--- config.mk ---
export PLATFORM = sky130hd
export DESIGN_NAME = mem_arbiter
export DESIGN_NICKNAME = d
export VERILOG_FILES = /design/src/rtl/mem_arbiter.sv
export SDC_FILE = /design/constraint.sdc
export NUM_CORES = 1
export LEC_CHECK = 0
export ABC_AREA = 1
export CAP_MARGIN = 20
export CORE_AREA = 2 2 539 541
export CTS_CLUSTER_SIZE = 14
export DETAILED_ROUTE_END_ITERATION = 10
export DIE_AREA = 0 0 541 543
export HOLD_SLACK_MARGIN = 0.05
export SYNTH_ARGS = -nofsm -noshare
export SYNTH_HDL_FRONTEND = slang
export SYNTH_SLANG_ARGS = --single-unit
--- constraint.sdc ---
create_clock -name clk -period 18.94 [get_ports clk]
set_input_delay 2.841 -clock clk [delete_from_list [all_inputs] [get_ports clk]]
set_output_delay 2.841 -clock clk [all_outputs]
set_load 0.03 [all_outputs]
--- src/rtl/mem_arbiter.sv ---
// Two-port cacheline arbiter. An instruction port (read only) and a data port
// (read/write) share one downstream memory port. When both sides are pending,
// grants alternate between them. Each grant latches its request, so the
// downstream port sees stable values until mem_resp arrives.
module mem_arbiter #(
    parameter int LINE_W = 256,
    parameter int ADDR_W = 32
) (
    input  logic              clk,
    input  logic              rst,
    input  logic              i_read,
    input  logic [ADDR_W-1:0] i_addr,
    output logic [LINE_W-1:0] i_rdata,
    output logic              i_resp,
    input  logic              d_read,
    input  logic              d_write,
    input  logic [ADDR_W-1:0] d_addr,
    input  logic [LINE_W-1:0] d_wdata,
    output logic [LINE_W-1:0] d_rdata,
    output logic              d_resp,
    output logic              mem_read,
    output logic              mem_write,
    output logic [ADDR_W-1:0] mem_addr,
    output logic [LINE_W-1:0] mem_wdata,
    input  logic [LINE_W-1:0] mem_rdata,
    input  logic              mem_resp,
    output logic              arb_busy
);

    typedef enum logic [1:0] {IDLE, SERVE_I, SERVE_D} state_t;

    // Request captured at grant time; the downstream port is driven only from this.
    typedef struct packed {
        logic              write;
        logic [ADDR_W-1:0] addr;
        logic [LINE_W-1:0] wdata;
    } req_t;

    state_t state_q, state_d;
    logic   last_d_q, last_d_d;   // 1: D side got the most recent grant
    req_t   req_q, req_d;
    logic   d_pend;

    assign d_pend = d_read | d_write;

    // Next-state, round-robin grant and request capture
    always_comb begin
        state_d  = state_q;
        last_d_d = last_d_q;
        req_d    = req_q;
        case (state_q)
            IDLE: begin
                if (d_pend && (!i_read || !last_d_q)) begin
                    state_d     = SERVE_D;
                    last_d_d    = 1'b1;
                    // read+write together counts as a write
                    req_d.write = d_write;
                    req_d.addr  = d_addr;
                    req_d.wdata = d_write ? d_wdata : '0;
                end else if (i_read) begin
                    state_d     = SERVE_I;
                    last_d_d    = 1'b0;
                    req_d.write = 1'b0;
                    req_d.addr  = i_addr;
                    req_d.wdata = '0;
                end
            end
            SERVE_I, SERVE_D: begin
                // Completion only; requester inputs are ignored until back in IDLE
                if (mem_resp) state_d = IDLE;
            end
            default: state_d = IDLE;
        endcase
    end

    // State, fairness bit and latched request; async reset abandons any transaction
    always_ff @(posedge clk or posedge rst) begin
        if (rst) begin
            state_q  <= IDLE;
            last_d_q <= 1'b0;
            req_q    <= '0;
        end else begin
            state_q  <= state_d;
            last_d_q <= last_d_d;
            req_q    <= req_d;
        end
    end

    // Downstream strobes and data come only from flops, so reset clears them at once
    always_comb begin
        arb_busy  = (state_q != IDLE);
        mem_read  = arb_busy && !req_q.write;
        mem_write = (state_q == SERVE_D) && req_q.write;
        mem_addr  = arb_busy ? req_q.addr  : '0;
        mem_wdata = arb_busy ? req_q.wdata : '0;
    end

    // Completion pulses go to the side being served; read data is zero outside the pulse
    always_comb begin
        i_resp  = (state_q == SERVE_I) && mem_resp;
        d_resp  = (state_q == SERVE_D) && mem_resp;
        i_rdata = i_resp ? mem_rdata : '0;
        d_rdata = d_resp ? mem_rdata : '0;
    end

endmodule
==> metrics.yaml <==
grt_usage_pct: 14.6
gp_congestion: 0.973
path_class: "primary input to output pin"
power.share.clock_pct: 15.4
hp-class: "register to register"
grt_pass1_wl_um: 274000
final.setup.tns_ns: 0
die_height_um: 543
hpwl_um: 198000
vdd_drop_max_v: 0.000126
required_ns: 16.10
drtPass1Iterations: 6
clk_latency_ns: 0.63
clockBufferDepth: 3
drcViolationCount: 0
drv_cap: 0
syn_inst: 2887
p_switching_uw: 2740
drt_wl_total_um: 224000
endpoint_kind: "output pin"
timing.rr.start: "state_q[0]"
rows: 197
path_clk_slew_ns: 0.06
cp_cell_sequence: "clkdlybuf4s50_1 > nand2_4 > buf_4 > buf_12 > buf_4 > nor2_1 > clkdlybuf4s50_1"
yosysTopAreaCellShare_pct: 40.6
cts.sinks: 292
nets: 4708
hp-start: "req_q[72]"
reg2reg_to: "req_q[170]"
seq_area_sq_mm: 0.00731
final_antenna_net_count: 0
ys_top_cells_by_area: "dfrtp_1 41%, nor2_1 17%, nand2_1 13%, inv_1 13%, nand4_1 8.9%"
final_cell_mix: "1385 x clkdlybuf4s50_1, 801 x nor2_1, 619 x inv_1, 619 x nand2_1, 292 x dfrtp_1"
antenna_found_initial: 177
ff2ff_path_depth: 7
dieArea_sq_mm: 0.294
power.density_mw_per_mm2: 133
cts_resized: 0
drtIter0Drc: 1956
post-route-util_pct: 13.0
fp.coreArea_sq_mm: 0.287
die_x_um: 541
path_delay_family: "buffers and inverters"
p_int_uw: 2220
fin_area_sq_mm: 0.0373
cts_root_buffer: "clkbuf_16"
worst-path-buf-inv: 5
layout.cells.non_filler: 7967
rsz0062_at_grt: "false"
multi_input_area_sq_mm: 0.00744
synth_top_area_cell: "dfrtp_1"
cp.depth: 7
switching_share_pct: 55.3
grt_pass1_vias: 23200
synth-seq-area-share_pct: 40.6
p_seq_share_pct: 20.6
vias_per_cell: 3.05
start_util_pct: 6.25
port_buffers: 1386
p_comb_share_pct: 63.9
setup_ws_ns: 9.15
timing.final.crit_share_pct: 51.7
ys_types: 18
post_cts_buffers: 0
dp.cells: 7864
drive_gt1_share_pct: 2.36
dr_total_vias: 24300
holdPathStages: 2
netlist_area_sq_mm: 0.0180
fin_crit_ns: 9.79
yosys_warnings: 0
crit_path_max_fanout: 111
syn-num-nets: 3472
wire_per_inst_um: 28.2
cpPeakStageDelay_ns: 0.83
max_slew_margin_pct: 27.6
hold_path_end: "req_q[72]"
final_common_cell: "clkdlybuf4s50_1"
grt_start_max_net_pins: 155
cts_tree: "built"
clock_skew_ns: 0.0163
critPathArrivalTime_ns: 6.95
synth-seq-cells: 292
post_dp_cell_area_sq_mm: 0.0360
drv_slew: 0
synth.avg_cell_area_sq_um: 6.23
r2r_slack_ns: 15.25
cts-hold-fix-buffers: 0
max_freq_mhz: 102
nFillCells: 33400
area_delta_synth_final_pct: 107
grt-ovfl-total: 0
cts_buffers: 38
htreeDepth: 2
status: "finished clean"
start_kind: "primary input"
worstMarginPinSlew_ns: 1.09
ios: 1387
cp_slowest_cell: "buf_4"
hold_viol: 0
finalSetupViolations: 0
leakage_uw: 0.0163
post-place-ws_ns: 9.14
==> power by group through the flow <==
stage / Combinational [uW] / Sequential [uW] / Clock (uW)
final: 3170 / 1020 / 766
after global routing: 3430 / 1050 / 812
after global placement: 3200 / 1030 / 0
after detailed placement: 3200 / 1020 / 0
after floorplan: 1650 / 981 / 0
after CTS: 3210 / 1020 / 795
==> registers in the layout, indices dropped and copies added (netlist names) <==
signal,count
last_d_q,1
req_q,289
state_q,2
==> metrics by stage <==
step / power, uW / hold slack [ns]
finish: 4960 / 0.478
global route: 5300 / 0.494
CTS: 5030 / 0.483
detailed placement: 4220 / 0.465
global placement: 4220 / 0.463
floorplan: 2630 / 0.442
==> cell type report <==
type / instances / share of cell area [%]
antenna: 36 / 0.242
clock buffer: 55 / 2.94
tap: 3781 / 12.7
inverter: 620 / 6.27
multi-input combinational: 1757 / 20.0
sequential: 292 / 19.6
timing repair buffer: 1414 / 37.9
clock inverter: 12 / 0.346
==> Yosys cell counts <==
library cell  instances
nand2_1             624
nor2_8                1
buf_4                11
ha_1                  3
buf_6                 4
o21ai_0               1
buf_1                18
clkbuf_1            128
a21oi_2               1
dfrtp_1             292
inv_1               620
nand4_1             257
buf_2                57
nor2_1              801
nand3_1              66
nor2_4                1
nand2_2               1
o21ai_1               1
==> per-layer routing <==
layer	track usage [%]	wire length, um
met5	0	13
met1	15.5	82000
met3	9.87	35000
met2	23.3	99400
met4	4.51	7970
==> kinds of logic (layout without fill, tap and decap cells) <==
group / Yosys count / count (layout) / synth area share (%)
AO/OA/AOI/OAI: 3 / 3 / 0.104
adder cells (fa/ha/maj): 3 / 3 / 0.209
buffers and inverters: 838 / 2101 / 18.3
flip-flops: 292 / 292 / 40.6
other: 0 / 36 / 0
AND/OR/NAND/NOR: 1751 / 1751 / 40.7
==> how the worst max path moves through the flow <==
| stage | startpoint | end | slack (ns) |
|---|---|---|---|
| 2_1_floorplan | rst | last_d_q | 8.04 |
| 3_3_place_gp | mem_resp | d_rdata[89] | 9.15 |
| 3_5_place_dp | mem_resp | d_rdata[88] | 9.14 |
| 4_1_cts | mem_resp | d_rdata[88] | 9.12 |
| 5_1_grt | mem_resp | d_rdata[88] | 8.90 |
| 6_report | mem_resp | d_rdata[93] | 9.15 |
==> tightest hold or removal path: cells and delay by family, from the launching register on <==
kind             cells  cell delay (ns)
AND/OR/NAND/NOR      2             0.10
flip-flops           1             0.34
(Power assumes the default switching activity.)
